--- config.mk ---
export PLATFORM = sky130hd
export DESIGN_NAME = multicycle_control_fsm
export DESIGN_NICKNAME = d
export VERILOG_FILES = /design/src/rtl/multicycle_control_fsm.sv
export SDC_FILE = /design/constraint.sdc
export NUM_CORES = 1
export LEC_CHECK = 0
export CAP_MARGIN = 40
export CORE_UTILIZATION = 45
export CTS_CLUSTER_SIZE = 20
export DETAILED_ROUTE_END_ITERATION = 12
export DONT_BUFFER_PORTS = 1
export PLACE_DENSITY = 0.65
export SLEW_MARGIN = 20
export SYNTH_ARGS = -nofsm -noshare
export SYNTH_HDL_FRONTEND = slang
export SYNTH_SLANG_ARGS = --single-unit
export TNS_END_PERCENT = 100
--- constraint.sdc ---
create_clock -name clk -period 1.9 [get_ports clk]
set_clock_uncertainty 0.05 [all_clocks]
set_input_delay 0.285 -clock clk [delete_from_list [all_inputs] [get_ports clk]]
set_output_delay 0.285 -clock clk [all_outputs]
set_load 0.03 [all_outputs]
--- src/rtl/multicycle_control_fsm.sv ---
// Main control FSM of the multi-cycle RV32I core: IF/ID/EX/MEM/WB sequencing and datapath enables.
// Define ECALL_HALT_EN to let ECALL with halt_req=1 park the core in an absorbing HALT state.
module multicycle_control_fsm #(
  parameter int unsigned MEM_STALL_CYCLES = 0
) (
  input  logic       clk,
  input  logic       reset_n,
  input  logic [6:0] opcode,
  input  logic       alu_bcond,
  input  logic       halt_req,
  output logic       pc_write,
  output logic       ir_write,
  output logic       i_or_d,
  output logic       mem_read,
  output logic       mem_write,
  output logic [1:0] mem_to_reg,
  output logic       reg_write,
  output logic       alu_src_a,
  output logic [1:0] alu_src_b,
  output logic [1:0] alu_ctrl_op,
  output logic       pc_source,
  output logic       is_halted,
  output logic [3:0] state_o
);

  localparam int unsigned CntW = (MEM_STALL_CYCLES > 0) ? $clog2(MEM_STALL_CYCLES + 1) : 1;
  localparam logic [CntW-1:0] CntLast = CntW'(MEM_STALL_CYCLES);

  localparam logic [6:0] OpR      = 7'b0110011;
  localparam logic [6:0] OpI      = 7'b0010011;
  localparam logic [6:0] OpLoad   = 7'b0000011;
  localparam logic [6:0] OpStore  = 7'b0100011;
  localparam logic [6:0] OpBranch = 7'b1100011;
  localparam logic [6:0] OpJal    = 7'b1101111;
  localparam logic [6:0] OpJalr   = 7'b1100111;
  localparam logic [6:0] OpSystem = 7'b1110011;

  typedef enum logic [3:0] {
    StIf   = 4'd0,
    StId   = 4'd1,
    StEx   = 4'd2,
    StMem  = 4'd3,
    StWb   = 4'd4,
    StBr   = 4'd5,
    StPc4  = 4'd6,
    StJmp  = 4'd7,
    StHalt = 4'd8
  } state_e;

  state_e          state_q, state_d;
  logic [CntW-1:0] cnt_q, cnt_d;
  logic            last_cycle;

`ifndef ECALL_HALT_EN
  logic unused_halt_req;
  assign unused_halt_req = halt_req;
`endif

  assign last_cycle = (cnt_q == CntLast);
  assign state_o    = state_q;

  always_ff @(posedge clk or negedge reset_n) begin
    if (!reset_n) begin
      state_q <= StIf;
      cnt_q   <= '0;
    end else begin
      state_q <= state_d;
      cnt_q   <= cnt_d;
    end
  end

  always_comb begin
    state_d     = state_q;
    pc_write    = 1'b0;
    ir_write    = 1'b0;
    i_or_d      = 1'b0;
    mem_read    = 1'b0;
    mem_write   = 1'b0;
    mem_to_reg  = 2'b00;
    reg_write   = 1'b0;
    alu_src_a   = 1'b0;
    alu_src_b   = 2'b00;
    alu_ctrl_op = 2'b00;
    pc_source   = 1'b0;
    is_halted   = 1'b0;

    // Outputs are forced low for the whole reset assertion, not just after the edge.
    if (reset_n) begin
      unique case (state_q)
        StIf: begin
          mem_read = 1'b1;
          if (last_cycle) begin
            ir_write = 1'b1;
            state_d  = StId;
          end
        end
        StId: begin
          alu_src_b = 2'b10;
          case (opcode)
            OpR, OpI, OpLoad, OpStore, OpJalr: state_d = StEx;
            OpBranch:                          state_d = StBr;
            OpJal:                             state_d = StJmp;
`ifdef ECALL_HALT_EN
            OpSystem:                          state_d = halt_req ? StHalt : StPc4;
`else
            OpSystem:                          state_d = StPc4;
`endif
            default:                           state_d = StPc4;
          endcase
        end
        StEx: begin
          alu_src_a = 1'b1;
          case (opcode)
            OpR: begin
              alu_ctrl_op = 2'b10;
              state_d     = StWb;
            end
            OpI: begin
              alu_src_b   = 2'b10;
              alu_ctrl_op = 2'b01;
              state_d     = StWb;
            end
            OpLoad, OpStore: begin
              alu_src_b = 2'b10;
              state_d   = StMem;
            end
            OpJalr: begin
              alu_src_b = 2'b10;
              state_d   = StJmp;
            end
            default: state_d = StPc4;
          endcase
        end
        StMem: begin
          i_or_d    = 1'b1;
          mem_read  = (opcode == OpLoad);
          mem_write = (opcode == OpStore);
          if (last_cycle) begin
            if (opcode == OpLoad) begin
              state_d = StWb;
            end else if (opcode == OpStore) begin
              pc_write  = 1'b1;
              alu_src_b = 2'b01;
              state_d   = StIf;
            end else begin
              state_d = StPc4;
            end
          end
        end
        StWb: begin
          reg_write  = 1'b1;
          mem_to_reg = (opcode == OpLoad) ? 2'b01 : 2'b00;
          pc_write   = 1'b1;
          alu_src_b  = 2'b01;
          state_d    = StIf;
        end
        StBr: begin
          alu_src_a   = 1'b1;
          alu_ctrl_op = 2'b11;
          if (alu_bcond) begin
            pc_write  = 1'b1;
            pc_source = 1'b1;
            state_d   = StIf;
          end else begin
            state_d = StPc4;
          end
        end
        StPc4: begin
          pc_write  = 1'b1;
          alu_src_b = 2'b01;
          state_d   = StIf;
        end
        StJmp: begin
          alu_src_b  = 2'b01;
          reg_write  = 1'b1;
          mem_to_reg = 2'b10;
          pc_write   = 1'b1;
          pc_source  = 1'b1;
          state_d    = StIf;
        end
        StHalt: begin
`ifdef ECALL_HALT_EN
          is_halted = 1'b1;
`else
          state_d = StIf;
`endif
        end
        default: state_d = StIf;
      endcase
    end
  end

  // Counter only advances while waiting inside IF/MEM; any state change restarts it.
  always_comb begin
    if (state_d != state_q) begin
      cnt_d = '0;
    end else if (state_q == StIf || state_q == StMem) begin
      cnt_d = cnt_q + 1'b1;
    end else begin
      cnt_d = '0;
    end
  end

endmodule

==> results.sh <==
export IMPL_timing_hold_ws_ns=0.0588
export IMPL_synth_area_leaders="dfrtp_1 18%, a21oi_1 5.8%, nor2_1 4.3%, nor4b_1 3.8%, nor3_1 3.6%"
export IMPL_clock_sinks=5
export IMPL_yosys_warnings=0
export IMPL_fill_cells=104
export IMPL_grt_busiest_layer="met2"
export IMPL_power_frac_comb_pct=75.4
export IMPL_synth_top_area_share_pct=18.1
export IMPL_hold_path_cell_count=1
export IMPL_met3_usage_pct=1.63
export IMPL_r2r_slack_ns=0.01
export IMPL_port_buffers=0
export IMPL_final_hold_viol_count=0
export IMPL_wl_per_cell_um=16.4
export IMPL_dieArea_sq_um=1700
export IMPL_cts_buffers=3
export IMPL_violations="negative setup slack"
export IMPL_syn_num_nets=103
export IMPL_synth_cells=92
export IMPL_critical_path_top_delay_family="flip-flops"
export IMPL_use_met2_pct=47.7
export IMPL_dpl_hpwl_mm=1.51
export IMPL_slowest_delay_ns=0.43
export IMPL_path_clk_slew_ns=0.04
export IMPL_synth_top_area_cell="dfrtp_1"
export IMPL_clk_latency_ns=0.24
export IMPL_fin_util_pct=77.3
export IMPL_avgSynthCellArea_sq_um=7.51
export IMPL_place_ws_ns=0.0127
export IMPL_p_int_w=0.000674
export IMPL_cp_common_cell="buf_6"
export IMPL_timing_final_crit_share_pct=101
export IMPL_maxSlewViolCount=0
export IMPL_switching_share_pct=48.5
export IMPL_placed_area_sq_um=891
export IMPL_seqPwrFrac_pct=15.1
export IMPL_syn_to_final_growth_pct=52.9
export IMPL_synth_async_sr_flop_share_pct=100
export IMPL_ctsHtreeMaxLevel=1
export IMPL_grt_pass1_vias=726
export IMPL_cts_root_buf="clkbuf_4"
export IMPL_r2r_cells=5
export IMPL_drive_above_1_share_pct=50.4
export IMPL_synth_seq_area_share_pct=18.1
export IMPL_drc=0
export IMPL_rsz0062_at_grt="yes"
export IMPL_cp_startpoint="state_o[0]"
export IMPL_avgViaCountPerCell=6.30
export IMPL_synthFlopType="dfrtp_1"
export IMPL_drt_wl_total_mm=2.26
export IMPL_hold_end="state_o[3]"
export IMPL_setup_viol=3
export IMPL_min_path_type="input pin to flop"
export IMPL_ios=30
export IMPL_synth_edf_count=0
export IMPL_powerDensity_nw_per_um2=1240
export IMPL_synth_area_sq_um=691
export IMPL_gp_congestion=0.904
export IMPL_postRouteAntennaNets=0
export IMPL_crit_path_end_kind="output pin"
export IMPL_ir_worst_vdd_uv=1050
export IMPL_overflow=0
export IMPL_worstSetupPathType="flop to output pin"
export IMPL_status="finished, violations left"
export IMPL_crit_buf_inv=2
export IMPL_p_leak_nw=0.445
export IMPL_antenna_found_initial=0
export IMPL_ys_seq_elements=5
export IMPL_n_antenna_cell=0
export IMPL_nNetsFinal=135
export IMPL_die_h_um=41.2
export IMPL_r2r_end="cnt_q"
export IMPL_crit_path_cell_trace="buf_6 -> or2b_4 -> mux2_4 -> nor2_4 -> buf_6"
export IMPL_dr_pass1_iters=4
export IMPL_start_util_pct=50.5
export IMPL_hp_start="reset_n"
export IMPL_ys_types=39
export IMPL_worstReg2RegStart="state_o[2]"
export IMPL_maxCapViolations=0
export IMPL_cts_tree="done"
export IMPL_period_minus_slack_ns=1.93
export IMPL_arrival_ns=1.59
export IMPL_grt_max_degree=12
export IMPL_worst_slack_ns=-0.0279
export IMPL_start_kind="flop"
export IMPL_grt_pass1_wl_mm=2.93
export IMPL_finish_instance_area_sq_um=1060
export IMPL_vias=870
export IMPL_core_sq_um=1370
export IMPL_grtUsageTotal_pct=26.6
export IMPL_std_cell_rows=13
export IMPL_clockPowerShare_pct=9.5
export IMPL_drt_initial_drc_count=19
export IMPL_crit_fanout=8
export IMPL_die_x_um=41.2
export IMPL_clock_fmax_mhz=519
export IMPL_cp_required_ns=1.56
export IMPL_grt_use_met1_pct=31.5
export IMPL_p_sw_w=0.000634
export IMPL_cp_slowest_cell="dfrtp_2"
export IMPL_cts_buffer_depth=2
[registers in the layout, indices dropped and copies added (netlist names)]
name	flops
cnt_q	1
state_o	4
[power by group through the flow]
stage / clock network (W) / logic [W] / registers, W
after global routing: 0.000130 / 0.00104 / 0.000200
after global placement: 0 / 0.000763 / 0.000204
after floorplan: 0 / 0.000548 / 0.000235
final: 0.000124 / 0.000987 / 0.000198
after detailed placement: 0 / 0.000779 / 0.000202
after CTS: 0.000126 / 0.000894 / 0.000192
[cells in the mapped netlist (all sizes together), types with 3 or more instances]
library cell  count
or3               3
o22ai             3
nor2              8
a211oi            3
buf               6
nor3              5
nand3b            3
or2               3
dfrtp             5
nand2             6
a21oi             8
nor4b             3
nand3             3
[cell families (layout without fill, tap and decap cells)]
group,Yosys count,in the layout,share of synthesized area (%)
simple gates,51,51,45.7
compound gates,25,25,25.2
buf+inv,8,39,7.61
flops,5,5,18.1
other cells,1,1,0.543
xor+xnor,1,1,1.27
mux,1,1,1.63
[layout make-up]
type                       instances  area, sq um  area share (%)
inverter                           2         7.51           0.711
tap                               15         18.8            1.78
sequential                         5          130            12.3
clock buffer                       4         26.3            2.49
timing repair buffer              33          269            25.5
multi-input combinational         79          604            57.2
[layout by cell type, fill, tap and decap left out, types with 3 or more instances in the layout]
master,n
a21oi_2,4
dfrtp_2,4
nand3b_1,3
nand2_1,6
buf_4,27
buf_6,5
clkbuf_4,3
nor3_1,3
or2_2,3
nor2_1,5
a211oi_1,3
a21oi_1,3
nand3_1,3
o22ai_1,3
[routing by layer]
metal  share of wire (%)  wire length [um]  up-vias
met1                  44               997      411
met3                 4.8               109        4
li1                    -                 -      413
met4                 1.1                25        0
met5                   0                 0        -
met2                  50              1130       42
[worst max-delay path by stage]
stage	endpoint	slack, ns	cells past startpoint
3_3_place_gp	pc_write	0.003	5
5_1_grt	pc_write	-0.07	5
2_1_floorplan	mem_write	-0.14	4
6_report	alu_src_a	-0.03	5
4_1_cts	mem_write	-0.03	3
3_5_place_dp	pc_write	0.01	5
[timing repair]
item                                    4_1_cts  5_1_grt
endpoints found under the setup margin       11       12
pin swaps                                     5        3
gates resized for setup                      11        5
hold endpoints to repair                      5        5
setup buffers                                 7        2
[stage by stage]
step           instances  TNS, ns  power (W)
2_1_floorplan         92   -0.139   0.000783
3_3_place_gp         124        0   0.000967
3_5_place_dp         124        0   0.000981
4_1_cts              135  -0.0585    0.00121
5_1_grt              138   -0.272    0.00137
6_report             138  -0.0677    0.00131
No activity file was read; power rests on OpenSTA's default activity.
